--- src/rtl/if_fetch_unit_pkg.sv ---
// Shared definitions for the instruction-fetch stage: FSM state encodings,
// default parameter values and PC alignment helpers.
package if_fetch_unit_pkg;

    typedef enum logic [1:0] {
        S_IDLE  = 2'b00,
        S_REQ   = 2'b01,
        S_VALID = 2'b10,
        S_ERR   = 2'b11
    } fetch_state_e;

    localparam logic [31:0] DEFAULT_RESET_PC = 32'h0000_3000;
    localparam int          DEFAULT_WAIT_MAX = 15;
    localparam int          DEFAULT_CNT_W    = 4;
    localparam logic [31:0] WORD_MASK        = 32'hFFFF_FFFC;

    function automatic logic [31:0] word_align(input logic [31:0] addr);
        return addr & WORD_MASK;
    endfunction

    function automatic logic is_misaligned(input logic [31:0] addr);
        return (addr & ~WORD_MASK) != 32'h0;
    endfunction

endpackage

--- src/rtl/if_fetch_unit_pc_reg.sv ---
// 32-bit architectural PC register with load enable and asynchronous
// active-high reset to a parameterised value.
module if_fetch_unit_pc_reg
    import if_fetch_unit_pkg::*;
#(
    parameter logic [31:0] RESET_VAL = DEFAULT_RESET_PC
) (
    input  logic        clk,
    input  logic        rst,
    input  logic        en_i,
    input  logic [31:0] d_i,
    output logic [31:0] q_o
);

    logic [31:0] pc_q;

    always_ff @(posedge clk or posedge rst) begin
        if (rst) begin
            pc_q <= RESET_VAL;
        end else if (en_i) begin
            pc_q <= d_i;
        end
    end

    assign q_o = pc_q;

endmodule

--- src/rtl/if_fetch_unit.sv ---
// Instruction-fetch stage: owns the PC, fetches over imem req/ack, hands the
// word to decode over valid/ready. Optional macro: FETCH_ALIGN_CHK_EN.
module if_fetch_unit
    import if_fetch_unit_pkg::*;
#(
    parameter logic [31:0] RESET_PC = DEFAULT_RESET_PC,
    parameter int          WAIT_MAX = DEFAULT_WAIT_MAX,
    parameter int          CNT_W    = DEFAULT_CNT_W
) (
    input  logic        clk,
    input  logic        rst,
    input  logic [31:0] npc_i,
    input  logic        stall,
    input  logic        inst_ready,
    output logic        imem_req,
    output logic [31:0] imem_addr,
    input  logic        imem_ack,
    input  logic [31:0] imem_rdata,
    output logic [31:0] pc_o,
    output logic [31:0] inst_o,
    output logic        inst_valid,
    output logic        fetch_err
);

    // Handshakes: imem transfer happens on a cycle with imem_req && imem_ack;
    // decode transfer happens on a cycle with inst_valid && inst_ready && !stall.
    localparam logic [CNT_W-1:0] CNT_LAST = CNT_W'(WAIT_MAX);

    fetch_state_e     state_q, state_d;
    logic [CNT_W-1:0] cnt_q, cnt_d;
    logic [31:0]      inst_q, inst_d;
    logic [31:0]      pc_q, pc_d;
    logic             pc_en;
    logic             accept;

    assign accept = (state_q == S_VALID) && inst_ready && !stall;

    always_ff @(posedge clk or posedge rst) begin
        if (rst) begin
            state_q <= S_IDLE;
            cnt_q   <= '0;
            inst_q  <= '0;
        end else begin
            state_q <= state_d;
            cnt_q   <= cnt_d;
            inst_q  <= inst_d;
        end
    end

    always_comb begin
        state_d = state_q;
        cnt_d   = cnt_q;
        inst_d  = inst_q;
        pc_en   = 1'b0;
`ifdef FETCH_ALIGN_CHK_EN
        pc_d    = npc_i;
`else
        pc_d    = word_align(npc_i);
`endif
        case (state_q)
            S_IDLE: begin
                state_d = S_REQ;
            end
            S_REQ: begin
                if (imem_ack) begin
                    inst_d  = imem_rdata;
                    cnt_d   = '0;
                    state_d = S_VALID;
                end else if (cnt_q == CNT_LAST) begin
                    state_d = S_ERR;
                end else begin
                    cnt_d = cnt_q + 1'b1;
                end
            end
            S_VALID: begin
                if (accept) begin
                    pc_en   = 1'b1;
                    state_d = S_REQ;
`ifdef FETCH_ALIGN_CHK_EN
                    // A misaligned target is still recorded in pc_o for debug.
                    if (is_misaligned(npc_i)) begin
                        state_d = S_ERR;
                    end
`endif
                end
            end
            S_ERR: begin
                state_d = S_ERR;
            end
            default: begin
                state_d = S_IDLE;
            end
        endcase
    end

    if_fetch_unit_pc_reg #(
        .RESET_VAL (RESET_PC)
    ) u_pc_reg (
        .clk  (clk),
        .rst  (rst),
        .en_i (pc_en),
        .d_i  (pc_d),
        .q_o  (pc_q)
    );

    assign imem_req   = (state_q == S_REQ);
    assign inst_valid = (state_q == S_VALID);
    assign fetch_err  = (state_q == S_ERR);
    assign imem_addr  = pc_q;
    assign pc_o       = pc_q;
    assign inst_o     = inst_q;

endmodule
--- config.mk ---
export PLATFORM = sky130hd
export DESIGN_NAME = if_fetch_unit
export DESIGN_NICKNAME = d
export VERILOG_FILES = /design/src/rtl/if_fetch_unit_pkg.sv /design/src/rtl/if_fetch_unit_pc_reg.sv /design/src/rtl/if_fetch_unit.sv
export SDC_FILE = /design/constraint.sdc
export NUM_CORES = 1
export LEC_CHECK = 0
export BUFFER_PORTS_ARGS = -buffer_cell sky130_fd_sc_hd__buf_2
export CAP_MARGIN = 20
export CORE_AREA = 2 2 72 102
export CTS_CLUSTER_DIAMETER = 50
export DETAILED_ROUTE_END_ITERATION = 6
export DIE_AREA = 0 0 74 104
export GPL_ROUTABILITY_DRIVEN = 0
export PLACE_DENSITY = 0.78
export SETUP_SLACK_MARGIN = 0.05
export SYNTH_ARGS = -nofsm -noshare
export SYNTH_HDL_FRONTEND = slang
export SYNTH_SLANG_ARGS = --single-unit
--- constraint.sdc ---
create_clock -name clk -period 2.7 [get_ports clk]
set_input_delay 0.27 -clock clk [delete_from_list [all_inputs] [get_ports clk]]
set_output_delay 0.27 -clock clk [all_outputs]
set_load 0.03 [all_outputs]
==> results summary <==
The final period demand of the worst path is 1.84 ns. The via count of the first global-routing pass is 1942. The total negative setup slack came out at 0 ns. After synthesis, the cell types taking the most area are sky130_fd_sc_hd__dfrtp_1, sky130_fd_sc_hd__mux2_2, sky130_fd_sc_hd__mux2_1. The main flop type after synthesis is sky130_fd_sc_hd__dfrtp_1. The H-tree generated during clock tree synthesis spans 3 levels. After synthesis, the most frequently instantiated cells are sky130_fd_sc_hd__dfrtp_1, sky130_fd_sc_hd__buf_4, sky130_fd_sc_hd__mux2_2, sky130_fd_sc_hd__mux2_1. The region available for standard cell placement spans 6800 µm². The total global-route track usage came out at 0.141. The setup path with the least slack is of type reg2out. After detailed routing, the number of remaining DRC violations is 0. The worst-case clock buffer depth came out at 2. The footprint of the multi-input gates came out at 903 µm².

The worst setup path is launched from a register. At the end of the flow, the number of nets in the layout was 407. Of all cell types, the one taking the most synthesized area is sky130_fd_sc_hd__dfrtp_1. The standard-cell row count came out at 36.

The iteration-0 DRC count of the detailed router is 29. The proportion of netlist area held by the largest area contributor is 0.570. The die covers 7700 µm². The final core utilization is 0.555. The clock sink count came out at ~70. The slew of the pin with the lowest slew margin is 0.648 ns. Post-CTS timing repair inserted 0 buffers for setup.

The proportion of layout cells with a drive suffix above 1 is 0.643. For this run the aggregate overflow at the end of global routing stands at 0. The area occupied by registers is 1700 µm². The first-pass GRT wire length came out at 8.49 mm. The max-slew violation count was 0. Synthesis produced 201 cells. The wire length per cell is ~12 µm.

After detailed routing, the met3 layer carries 473 µm of wire. The largest individual stage delay along the critical path comes from the cell sky130_fd_sc_hd__dfrtp_1. The detailed-route vias per instance is 4.56. In this run the worst hold path is classified as in2async. Counting the buffers created by CTS gives 9. After clock tree synthesis, the flow added hold-fix buffers numbering 0. The clock transition time at the flip-flop clock pins of the worst setup and hold paths is 0.07 ns. The wire length on met1 came out at 2.01 mm. The family of cells with the greatest summed delay on the critical path is flip-flops. The detailed-route via count is 1993. The initial antenna violation count came to 0. The flow ran to the end, and the final reports show no timing, DRC or antenna violations. The delay contributed by the slowest stage of the critical path is 0.51 ns.

Timing would allow up to 0.544 GHz. The synthesized netlist occupies a cell area of ~2900 µm². The number of buffers and inverters on the critical path is 1.

The post-cts resize count is 0. The floorplan step set the die width to 74 µm. Clock tree synthesis selected as its root buffer the cell sky130_fd_sc_hd__clkbuf_8. The synthesized area divided by synthesized cell count is 14.4 µm². In this run the worst path has a maximum fanout of 8.

Yosys mapped a number of flops with a built-in enable equal to 0. The number of max-cap violations came out at 0. The leakage dissipation is 1.99 nW. STA classifies the critical path endpoint as an output port. Entering global routing, the biggest net connects 38 pins. The number of warning messages in the yosys log came out at 0.

The critical path data required time is ~2.4 ns. In this run the top signal layer used is met4. Setup violations remaining at the end of the flow were counted as 0. Port buffering added between 150 and 200 buffers. The initial standard-cell utilization of the core is 0.426. The number of fillers in the final layout came out at 596. Compared with the post-synthesis result, the final layout area differs by 30.1%. After synthesis, the share of flip-flops with an asynchronous set or reset is 1.00.

At the worst endpoint, the arrival time is 1.57 ns. The remaining number of nets flagged by the antenna check after routing is 0. Setup repair after global routing left no endpoint under its margin. The number of synthesized register bits is 68. The number of endpoints with negative hold slack in the final report came out at 0.

The vertical die dimension came out at between 100 and 150 µm. The clock arrives with ~0.0067 ns of skew. Before antenna repair, the detailed router went through 3 iterations. Of the synthesized area, sequential elements account for 0.588. Summed over all layers, the routed wires come to ~5.3 mm.

The final critical-path share of the clock period is 0.681. Power spread over the standard cell area amounts to 1430 nW/µm². The most common cell in the synthesized netlist is sky130_fd_sc_hd__dfrtp_1.

The worst ir drop on vdd is 739 µV. TritonCTS built the clock tree. The diode insertion count for antenna repair is 0.

The count of boundary I/O pins is 168. The met2 layer wire length in the routed design came out at 2.80 mm. Walking the worst path, the cells encountered are nor2b_1 -> buf_2. The count of unique library cells instantiated by Yosys came out at 28.

The clock reaches the later pin of the worst-skew pair after 0.33 ns. The post-DP HPWL is ~4.1 mm. The relative max-transition margin is 0.567.
layout make-up:
class | count | area share
Clock buffer | 10 | 0.0365
Clock inverter | 6 | 0.0169
Inverter | 3 | 0.00299
Multi-Input combinational cell | 92 | 0.239
Sequential cell | 68 | 0.452
Tap cell | 95 | 0.0315
Timing Repair Buffer | 163 | 0.221
worst paths after layout:
| kind | startpoint | endpoint | slack [ns] | cells after the start |
|---|---|---|---|---|
| hold reg to reg | inst_o[16] | inst_o[16] | 0.49 | 1 |
| hold / removal | rst | inst_o[11] | 0.03 | 2 |
| max in group asynchronous | rst | cnt_q[1] | 2.04 | 3 |
| min in group clk | imem_rdata[21] | inst_o[21] | 0.14 | 2 |
| setup / recovery | state_q[0] | imem_req | 0.86 | 2 |
| setup reg to reg | state_q[0] | u_pc_reg.q_o[6] | 1.11 | 3 |
stage by stage:
stage               instance area [µm²]  hold WS [ns]  instances  total power [mW]  worst slack [ns]
floorplan                          2910         0.359        204              4.08             0.722
global placement                   3570         0.405        421              4.57              1.03
detailed placement                 3570         0.407        421              4.64              1.01
CTS                                3770        0.0373        437              5.48             0.832
global route                       3770        0.0830        437              5.71             0.759
finish                             3770        0.0271        437              5.40             0.861
metal layers:
| layer | up-vias | global-route usage |
|---|---|---|
| met2 | 100 | 0.252 |
| met3 | 5 | 0.0514 |
| met4 | 0 | 0.0429 |
| met1 | 961 | 0.149 |
| li1 | 927 | - |
| met5 | - | 0 |
registers in the layout, indices dropped and copies added (netlist names):
name          cells
state_q           2
u_pc_reg.q_o     30
cnt_q             4
inst_o           32
cell usage in the layout, fill, tap and decap left out, types with 2 or more instances in the layout:
| cell | count |
|---|---|
| sky130_fd_sc_hd__dfrtp_1 | 66 |
| sky130_fd_sc_hd__mux2_2 | 35 |
| sky130_fd_sc_hd__nor2_1 | 2 |
| sky130_fd_sc_hd__clkinv_2 | 2 |
| sky130_fd_sc_hd__clkbuf_8 | 10 |
| sky130_fd_sc_hd__nor2b_1 | 2 |
| sky130_fd_sc_hd__conb_1 | 4 |
| sky130_fd_sc_hd__buf_2 | 161 |
| sky130_fd_sc_hd__inv_1 | 2 |
| sky130_fd_sc_hd__o21ai_0 | 2 |
| sky130_fd_sc_hd__dfstp_2 | 2 |
| sky130_fd_sc_hd__clkinvlp_4 | 2 |
| sky130_fd_sc_hd__a21oi_1 | 4 |
| sky130_fd_sc_hd__mux2_1 | 27 |
kinds of logic (layout without fill, tap and decap cells):
family,count (synthesis),in the layout,share of synthesized area
flops,68,68,0.588
fa+ha+maj,1,1,0.00432
simple gates,13,13,0.0328
mux,63,63,0.244
other cells,1,4,0.00129
compound gates,11,11,0.0229
buf+inv,44,182,0.107
power breakdown:
group | leakage, nW | internal, mW | switching, mW
Sequential | 0.826 | 1.52 | 0.289
Combinational | 1.06 | 0.863 | 1.90
Clock | 0.0983 | 0.450 | 0.372
(Power assumes the default switching activity.)
